**src/rtl/tpu_ctrl_pkg.sv**
```systemverilog
// Shared definitions for the systolic-array sequencer.
// Contents:
//   phase_t      - phase encoding, also driven on state_out
//                  (IDLE=0, LOAD=1, COMPUTE=2, OUTPUT=3)
//   addr_width() - operand memory address width for an N x N array
//   cyc_width()  - compute-cycle counter width (3N-2 cycles)
//   idx_width()  - output index width (N*N results)
package tpu_ctrl_pkg;

    typedef enum logic [1:0] {
        IDLE    = 2'd0,
        LOAD    = 2'd1,
        COMPUTE = 2'd2,
        OUTPUT  = 2'd3
    } phase_t;

    // Never return zero, so that degenerate widths cannot produce empty vectors.
    function automatic int at_least_one(input int w);
        return (w < 1) ? 1 : w;
    endfunction

    // Weights and inputs share one memory: 2*N*N locations.
    function automatic int addr_width(input int n);
        return at_least_one($clog2(2 * n * n));
    endfunction

    // A wavefront crosses an N x N array in 3N-2 cycles.
    function automatic int cyc_width(input int n);
        return at_least_one($clog2(3 * n - 2));
    endfunction

    // One index per result element.
    function automatic int idx_width(input int n);
        return at_least_one($clog2(n * n));
    endfunction

endpackage

```
**src/rtl/tpu_step_counter.sv**
```systemverilog
// Up-counter used for the load address, the compute cycle and the output index.
// Parameters:
//   W    - counter width
//   TERM - terminal value reported on at_term
// Ports:
//   clk, rst_n  - clock and asynchronous active-low reset (count resets to 0)
//   clear       - synchronous clear to 0 (highest priority)
//   load        - synchronous load of load_value
//   load_value  - value taken when load is high
//   en          - increment by one
//   count       - current value
//   at_term     - high while count equals TERM
module tpu_step_counter #(
    parameter int W    = 4,
    parameter int TERM = 15
)(
    input  logic         clk,
    input  logic         rst_n,
    input  logic         clear,
    input  logic         load,
    input  logic [W-1:0] load_value,
    input  logic         en,
    output logic [W-1:0] count,
    output logic         at_term
);

    localparam logic [W-1:0] TERM_V = W'(TERM);

    // Clear beats load, load beats increment.
    always_ff @(posedge clk or negedge rst_n) begin
        if (!rst_n) begin
            count <= '0;
        end else if (clear) begin
            count <= '0;
        end else if (load) begin
            count <= load_value;
        end else if (en) begin
            count <= count + W'(1);
        end
    end

    assign at_term = (count == TERM_V);

endmodule

```
**src/rtl/tpu_seq_ctrl.sv**
```systemverilog
// Phase sequencer for an N x N systolic matrix-multiply unit.
// Walks the unit through LOAD (operand writes), COMPUTE (3N-2 MMU cycles)
// and OUTPUT (N*N results over a ready/valid handshake). Weights occupy
// addresses 0..N*N-1 and inputs N*N..2*N*N-1; with keep_w set and weights
// already resident, a job reloads only the inputs.
// Ports:
//   clk, rst_n  - clock, asynchronous active-low reset
//   load_en     - one operand element is on the write bus this cycle
//   keep_w      - reuse resident weights on the next job
//   out_ready   - downstream accepts the presented result
//   mem_we      - operand memory write strobe (combinational)
//   mem_addr    - operand memory write address
//   mmu_clear   - accumulator clear on the first compute cycle
//   mmu_en      - MMU advance enable
//   mmu_cycle   - current compute cycle index
//   out_valid   - a result is presented
//   out_idx     - row-major index of the presented result
//   done        - pulse when the last result is accepted
//   state_out   - current phase
module tpu_seq_ctrl
    import tpu_ctrl_pkg::*;
#(
    parameter int N      = 2,
    parameter int ADDR_W = addr_width(N),
    parameter int CYC_W  = cyc_width(N),
    parameter int IDX_W  = idx_width(N)
)(
    input  logic              clk,
    input  logic              rst_n,
    input  logic              load_en,
    input  logic              keep_w,
    input  logic              out_ready,
    output logic              mem_we,
    output logic [ADDR_W-1:0] mem_addr,
    output logic              mmu_clear,
    output logic              mmu_en,
    output logic [CYC_W-1:0]  mmu_cycle,
    output logic              out_valid,
    output logic [IDX_W-1:0]  out_idx,
    output logic              done,
    output logic [1:0]        state_out
);

    localparam int NN     = N * N;
    localparam int A_LAST = 2 * NN - 1;
    localparam int C_LAST = 3 * N - 3;
    localparam int I_LAST = NN - 1;

    localparam logic [ADDR_W-1:0] INPUT_BASE  = ADDR_W'(NN);
    localparam logic [ADDR_W-1:0] LAST_WEIGHT = ADDR_W'(NN - 1);

    phase_t            state;
    logic              w_loaded;
    logic [ADDR_W-1:0] base;
    logic [ADDR_W-1:0] addr_count;
    logic              addr_last;
    logic              addr_load;
    logic              addr_step;
    logic              cyc_last;
    logic              cyc_step;
    logic              cyc_wrap;
    logic              idx_last;
    logic              accept;
    logic              idx_step;
    logic              idx_wrap;

    // A job starts at the input half only when weights are already resident;
    // otherwise keep_w is ignored and the whole memory is reloaded.
    assign base = (keep_w && w_loaded) ? INPUT_BASE : '0;

    // The write strobe and its address must be valid in the same cycle as
    // load_en, so both are decoded combinationally. In IDLE the counter has
    // not been primed yet, so the base address is presented directly.
    assign mem_we   = load_en && ((state == IDLE) || (state == LOAD));
    assign mem_addr = (state == IDLE) ? base : addr_count;

    // The first write happens in IDLE, so the counter is primed with the
    // address after it. It stops at the last address and never wraps.
    assign addr_load = (state == IDLE) && load_en;
    assign addr_step = (state == LOAD) && load_en && !addr_last;

    tpu_step_counter #(
        .W    (ADDR_W),
        .TERM (A_LAST)
    ) u_addr_cnt (
        .clk        (clk),
        .rst_n      (rst_n),
        .clear      (1'b0),
        .load       (addr_load),
        .load_value (base + ADDR_W'(1)),
        .en         (addr_step),
        .count      (addr_count),
        .at_term    (addr_last)
    );

    // Cleared on its terminal cycle so every compute phase starts at 0.
    assign cyc_step = (state == COMPUTE);
    assign cyc_wrap = (state == COMPUTE) && cyc_last;

    tpu_step_counter #(
        .W    (CYC_W),
        .TERM (C_LAST)
    ) u_cyc_cnt (
        .clk        (clk),
        .rst_n      (rst_n),
        .clear      (cyc_wrap),
        .load       (1'b0),
        .load_value ('0),
        .en         (cyc_step),
        .count      (mmu_cycle),
        .at_term    (cyc_last)
    );

    // The index holds while the consumer stalls and returns to 0 once the
    // final result is taken.
    assign accept   = (state == OUTPUT) && out_ready;
    assign idx_step = accept && !idx_last;
    assign idx_wrap = accept && idx_last;

    tpu_step_counter #(
        .W    (IDX_W),
        .TERM (I_LAST)
    ) u_idx_cnt (
        .clk        (clk),
        .rst_n      (rst_n),
        .clear      (idx_wrap),
        .load       (1'b0),
        .load_value ('0),
        .en         (idx_step),
        .count      (out_idx),
        .at_term    (idx_last)
    );

    // Phase register. The resident-weight flag is set when the last weight
    // address is written; a reset mid-load clears it so a partial weight set
    // is never reused.
    always_ff @(posedge clk or negedge rst_n) begin
        if (!rst_n) begin
            state    <= IDLE;
            w_loaded <= 1'b0;
        end else begin
            if (mem_we && (mem_addr == LAST_WEIGHT)) begin
                w_loaded <= 1'b1;
            end
            case (state)
                IDLE: begin
                    if (load_en) begin
                        state <= LOAD;
                    end
                end
                LOAD: begin
                    if (load_en && addr_last) begin
                        state <= COMPUTE;
                    end
                end
                COMPUTE: begin
                    if (cyc_last) begin
                        state <= OUTPUT;
                    end
                end
                OUTPUT: begin
                    if (idx_wrap) begin
                        state <= IDLE;
                    end
                end
                default: state <= IDLE;
            endcase
        end
    end

    // Everything below derives from registered state, except done, which
    // marks the acceptance of the last result in the cycle it happens.
    assign mmu_en    = (state == COMPUTE);
    assign mmu_clear = (state == COMPUTE) && (mmu_cycle == '0);
    assign out_valid = (state == OUTPUT);
    assign done      = idx_wrap;
    assign state_out = state;

endmodule

```
**config.mk**
```make
export PLATFORM = sky130hd
export DESIGN_NAME = tpu_seq_ctrl
export DESIGN_NICKNAME = d
export VERILOG_FILES = /design/src/rtl/tpu_ctrl_pkg.sv /design/src/rtl/tpu_step_counter.sv /design/src/rtl/tpu_seq_ctrl.sv
export SDC_FILE = /design/constraint.sdc
export NUM_CORES = 1
export LEC_CHECK = 0
export CAP_MARGIN = 25
export CORE_MARGIN = 2
export CORE_UTILIZATION = 40
export DETAILED_ROUTE_END_ITERATION = 6
export PLACE_DENSITY = 0.72
export SYNTH_ARGS = -nofsm -noshare
export SYNTH_HDL_FRONTEND = slang
export SYNTH_SLANG_ARGS = --single-unit
```
**constraint.sdc**
```tcl
create_clock -name clk -period 2.1 [get_ports clk]
set_input_delay 0.315 -clock clk [delete_from_list [all_inputs] [get_ports clk]]
set_output_delay 0.315 -clock clk [all_outputs]
set_load 0.005 [all_outputs]
```
==> impl_metrics.toml, run 1 <==
[status]
outcome = "finished clean"

[cts]
numCtsBuffers = 3
ctsHtreeMaxLevel = 1
cts.sinks = 10
postCtsHoldBufs = 0
clk_pin_slew_ns = 0.06
cts_root_buffer = "clkbuf_4"
clkLatencyLatePin_ns = 0.26
tritoncts = "built"
clockBufferDepth = 2

[grt]
overflow = 0
grt_pass1_vias = 546
grt_start_max_net_pins = 11
grt_pass1_wl_mm = 2.30
track_usage_pct = 15.6
grt_antenna_before_repair = 0

[floorplanning]
die_w_microns = 45.9
core_sq_mm = 0.00169
num_rows = 15
die_y_microns = 45.9
start_util_pct = 41.6
num_io_pins = 19
dieArea_sq_mm = 0.00211

[power]
p_switching_mw = 0.566
report.power.total_mw = 1.51
vdd_drop_max_mv = 0.749
clkPwrFrac_pct = 8.6
pwr_density_cell_mw_per_mm2 = 1540
p_leak_nw = 0.476
switching_share_pct = 37.6
combinationalPowerShare_pct = 65.5
internal-power_mw = 0.940
p_seq_share_pct = 25.9

[routing]
wl_met3_microns = 63
wl_met1_microns = 661
drt_wl_total_mm = 1.37
top_layer = "met4"
first_pass_iters = 4
antenna_left = 0
drtIter0Drc = 7
wl_per_cell_microns = 11.9
dr_wl_met2_microns = 630
vias = 603
vias_per_cell = 5.24
drc = 0

[critical_path]
critPathLaunchType = "flop"
path_delay_family = "buffers and inverters"
critPathMaxStageDelay_ns = 0.50
endpoint_kind = "output port"
crit_fanout = 5
cpMaxStageDelayCell = "clkdlybuf4s50_1"
cp.arrival_ns = 1.70
crit_type = "flop to output port"
required_ns = 1.78
path_cells = "inv_2 -> ha_1 -> buf_4 -> nor2b_1 -> clkdlybuf4s50_1"
crit_buf_inv = 3

[timing]
drv_slew = 0
final-hold-violation-count = 0
finalCriticalPeriod_ns = 2.02
slew_headroom_pct = 68.8
setup-violations-final = 0
worst_slack_ns = 0.0815
worstMarginPinSlew_ns = 0.466
fmax_mhz = 495
fin_skew_ns = 0.00186
fin_crit_sh_pct = 96.1

[synth]
ys_warn_count = 0
syn_area_sq_um = 703
synth-seq-area-share_pct = 35.6
ys_types = 25
syn_area_per_cell_sq_um = 9.77
yosys_register_bits = 10
synthesis.nets = 86
syn_inst = 72

[layout]
nNetsFinal = 114
finish.instance_area_sq_um = 976
area_growth_pct = 38.8
antenna_cells = 0
instances_no_fill = 115
drive_gt1_share_pct = 19.4

[placement]
dp.cells = 110
gp_congestion = 0.835
place_ws_ns = 0.0548
io_buffers = 18
placed_cell_area_sq_um = 930
dp_hpwl_mm = 1.05

[hold_path]
min-delay-path-class = "input pin to async pin"

[job]
drv_cap = 0
## cells in the final DEF, fill, tap and decap left out
cell and instances:
dlymetal6s2s_1 1, nand4_2 1, a21o_1 1, a21boi_0 2, nor3_1 1, dfrtp_1 9
a2111oi_4 1, o21ai_0 4, mux2_2 2, and3_1 2, ha_2 2, o21ai_1 2
clkbuf_4 3, nand3_1 2, and2_1 2, o21a_1 2, dfrtp_2 1, nor2b_1 3
inv_1 6, mux2i_1 2, xor2_1 1, o22a_1 1, inv_2 2, buf_4 6
mux2_4 1, a21oi_1 2, a21boi_1 1, ha_1 7, nor2_1 3, clkdlybuf4s50_1 17
nand2_1 7, o41ai_1 1
## power groups by stage
stage	Combinational, mW	Clock [mW]	Sequential [mW]
detailed placement	0.953	0	0.388
global route	1.10	0.149	0.410
CTS	0.969	0.135	0.387
floorplan	0.548	0	0.372
global placement	0.940	0	0.389
finish	0.986	0.129	0.391
## cells by family after synthesis
| family | share of synthesized area (%) |
|---|---|
| AO/OA/AOI/OAI | 18.5 |
| AND/OR/NAND/NOR | 15.5 |
| adder cells (fa/ha/maj) | 16.0 |
| multiplexers | 8.18 |
| flip-flops | 35.6 |
| buffers and inverters | 4.98 |
| XOR/XNOR | 1.25 |
## repair_timing
item	4_1_cts	5_1_grt
endpoints found under the hold margin	0	0
endpoints found under the setup margin	1	5
gates resized for setup	3	5
buffers inserted	0	2
## sequential cells by signal, summed over array words and instances, names as in the netlist
signal and cells:
u_addr_cnt.count 3, state_out 2, u_cyc_cnt.count 2, u_idx_cnt.count 2, w_loaded 1
## stage by stage
| step | hold WS (ns) | setup TNS, ns | util, % |
|---|---|---|---|
| floorplan | 0.0194 | 0 | - |
| global placement | 0.475 | 0 | 55.0 |
| detailed placement | 0.486 | 0 | 55.0 |
| CTS | 0.387 | 0 | 56.5 |
| global route | 0.409 | -0.0124 | 57.8 |
| finish | 0.373 | 0 | 57.8 |
## area by class of cell
class	instances	area, sq um
well taps	17	21.3
multi-input cells	53	423
repair buffers	24	228
flip-flops and latches	10	251
clock buffers	3	22.5
fillers	165	713
inverters	8	30.0
## Yosys cell counts
cell       number  area [sq um]
inv_1           8          30.0
dfrtp_1        10           250
and3_1          2          12.5
o21ai_0         6          30.0
o22a_1          1          8.76
ha_1            9           113
nor2_1          3          11.3
mux2_4          1          15.0
a21o_1          1          7.51
a21boi_0        2          15.0
nand3_1         2          10.0
o21a_1          2          15.0
a2111oi_4       1          27.5
nor3_1          1          5.00
o41ai_1         1          8.76
a21boi_1        1          7.51
buf_2           1          5.00
mux2_2          2          22.5
nor2b_1         3          18.8
nand2_1         7          26.3
mux2i_1         2          20.0
a21oi_1         2          10.0
and2_1          2          12.5
xor2_1          1          8.76
nand4_2         1          12.5
## metal layers
layer / GRT usage (%) / vias up
li1: - / 302
met1: 22.5 / 280
met2: 21.4 / 19
met3: 3.97 / 2
met4: 6.86 / 0
met5: 0 / -
## worst paths after layout
kind / from / endpoint / slack [ns] / depth (start not counted)
max: state_out[1]$_DFFE_PN0P_ / mem_addr[0] / 0.08 / 5
min: rst_n / u_addr_cnt.count[1]$_DFFE_PN0P_ / 0.37 / 1
max reg2reg: state_out[0]$_DFFE_PN0P_ / u_addr_cnt.count[2]$_DFFE_PN0P_ / 0.25 / 8
min reg2reg: w_loaded$_DFFE_PN0P_ / w_loaded$_DFFE_PN0P_ / 0.50 / 2
max in group asynchronous: rst_n / state_out[0]$_DFFE_PN0P_ / 1.38 / 1
min in group clk: w_loaded$_DFFE_PN0P_ / w_loaded$_DFFE_PN0P_ / 0.50 / 2
Power figures use the tool's default switching activity.
==> inputs of run 2 (changes only) <==
--- a/constraint.sdc
+++ b/constraint.sdc
@@ -3,2 +3,2 @@
 set_output_delay 0.315 -clock clk [all_outputs]
-set_load 0.005 [all_outputs]
+set_load 0.02 [all_outputs]
==> run 2 against run 1 <==
Die area stayed put. Clock power up 40%. Worst hold slack worse by 0.0037 ns. Fmax is 2.4% higher. Cell area is 0.51% higher. Wire length up 7.4%. Combinational power grew 15%. Sequential power decreased by 5.1%. Sequential cell count stayed put. Via count is 0.50% higher. Non-clock buffer count shrank 1.
==> impl_metrics.toml, run 2 (synthesis results as in run 1) <==
[status]
outcome = "finished clean"

[floorplanning]
die_y_microns = 45.9
num_io_pins = 19
dieArea_sq_mm = 0.00211
start_util_pct = 41.6
num_rows = 15
core_sq_mm = 0.00169
die_w_microns = 45.9

[layout]
finish.instance_area_sq_um = 981
top_register = "u_addr_cnt.count"
final_cell_mix = "clkdlybuf4s50_1 (14), dfrtp_1 (10), inv_1 (8), nand2_1 (7), ha_1 (7)"
antenna_cells = 0
largest_reg_flops = 3
final_common_cell = "clkdlybuf4s50_1"
drive_gt1_share_pct = 16.3
fill_cells = 148
area_growth_pct = 39.5
nNetsFinal = 113
fin_util_pct = 58.1

[routing]
vias = 606
antenna_left = 0
drc = 0
wl_per_cell_microns = 12.8
vias_per_cell = 5.27
first_pass_iters = 4
drt_wl_total_mm = 1.47
drtIter0Drc = 3

[cts]
cts_root_buffer = "clkbuf_4"
cts.sinks = 10
cts_setup_buffers = 0
clk_pin_slew_ns = 0.07
clockBufferDepth = 2
postCtsHoldBufs = 0
numCtsBuffers = 3
ctsHtreeMaxLevel = 1
clkLatencyLatePin_ns = 0.27
tritoncts = "built"

[power]
vdd_drop_max_mv = 0.842
p_seq_share_pct = 22.0
p_leak_nw = 0.511
switching_share_pct = 43.4
combinationalPowerShare_pct = 67.3
pwr_density_cell_mw_per_mm2 = 1720
clkPwrFrac_pct = 10.7
report.power.total_mw = 1.68
internal-power_mw = 0.953
p_switching_mw = 0.731

[timing]
worst_slack_ns = 0.128
fin_skew_ns = 0.00260
slew_headroom_pct = 67.4
finalCriticalPeriod_ns = 1.97
drv_slew = 0
final-hold-violation-count = 0
timing.setup.tns_ns = 0
rsz0062_at_grt = "no"
fin_crit_sh_pct = 93.9
fmax_mhz = 507
setup-violations-final = 0
worstMarginPinSlew_ns = 0.487

[critical_path]
endpoint_kind = "output port"
critPathMaxStageDelay_ns = 0.60
path_cells = "inv_1 -> ha_2 -> nor2b_1 -> clkdlybuf4s50_1"
cpMaxStageDelayCell = "clkdlybuf4s50_1"
critPathLaunchType = "flop"
crit_type = "flop to output port"
required_ns = 1.78
cp.arrival_ns = 1.66
crit_fanout = 5

[grt]
grt_start_max_net_pins = 11
grt_pass1_wl_mm = 2.52
grt_antenna_before_repair = 0
track_usage_pct = 17.3
overflow = 0
grt_pass1_vias = 582

[placement]
io_buffers = 18
place_ws_ns = 0.0498
gp_congestion = 0.833
placed_cell_area_sq_um = 937
dp_hpwl_mm = 1.14

[hold_path]
min-delay-path-class = "input pin to async pin"

[job]
drv_cap = 0
run 2: worst max-delay path, delay by kind of cell (launching register included):
kind | cells | cell delay (ns)
flip-flops | 1 | 0.35
AND/OR/NAND/NOR | 1 | 0.11
adder cells (fa/ha/maj) | 1 | 0.23
buffers and inverters | 2 | 0.69
run 2: final cells by class:
class	count	area [sq um]	area share, %
Clock buffer	4	36.3	3.70
Sequential cell	10	250	25.5
Multi-Input combinational cell	53	423	43.1
Inverter	8	30.0	3.06
Tap cell	17	21.3	2.17
Timing Repair Buffer	23	220	22.4
run 2: metrics by stage:
step,hold WS [ns],instances
after detailed placement,0.487,111
after floorplan,0.0194,72
final,0.370,115
after global routing,0.390,115
after CTS,0.382,115
after global placement,0.475,111
run 2: worst paths after layout:
check / cells past startpoint / from / endpoint / slack (ns)
worst min-delay path: 1 / rst_n / u_addr_cnt.count[1]$_DFFE_PN0P_ / 0.37
min in group clk: 2 / w_loaded$_DFFE_PN0P_ / w_loaded$_DFFE_PN0P_ / 0.49
worst max-delay path: 4 / state_out[0]$_DFFE_PN0P_ / mem_addr[0] / 0.13
worst min register to register: 2 / w_loaded$_DFFE_PN0P_ / w_loaded$_DFFE_PN0P_ / 0.49
max in group asynchronous: 1 / rst_n / u_cyc_cnt.count[1]$_DFFE_PN0P_ / 1.40
worst max register to register: 8 / state_out[0]$_DFFE_PN0P_ / u_addr_cnt.count[2]$_DFFE_PN0P_ / 0.21
run 2: timing repair:
action | in CTS | in global routing
resized for setup | 4 | 2
setup endpoints to repair | 3 | 2
gates cloned | 0 | 0
run 2: per-layer routing:
layer | GRT usage (%) | vias to the layer above | part of all wire, %
li1 | - | 303 | -
met1 | 22.6 | 287 | 47
met2 | 25.8 | 12 | 47
met3 | 3.57 | 4 | 3.1
met4 | 10.3 | 0 | 2.8
met5 | 0 | - | 0
run 2: power by group through the flow:
stage	Sequential (mW)	Clock (mW)	Combinational (mW)
after floorplan	0.437	0	0.641
after global placement	0.370	0	1.13
after detailed placement	0.375	0	1.15
after CTS	0.372	0.186	1.15
after global routing	0.385	0.197	1.26
final	0.371	0.180	1.13
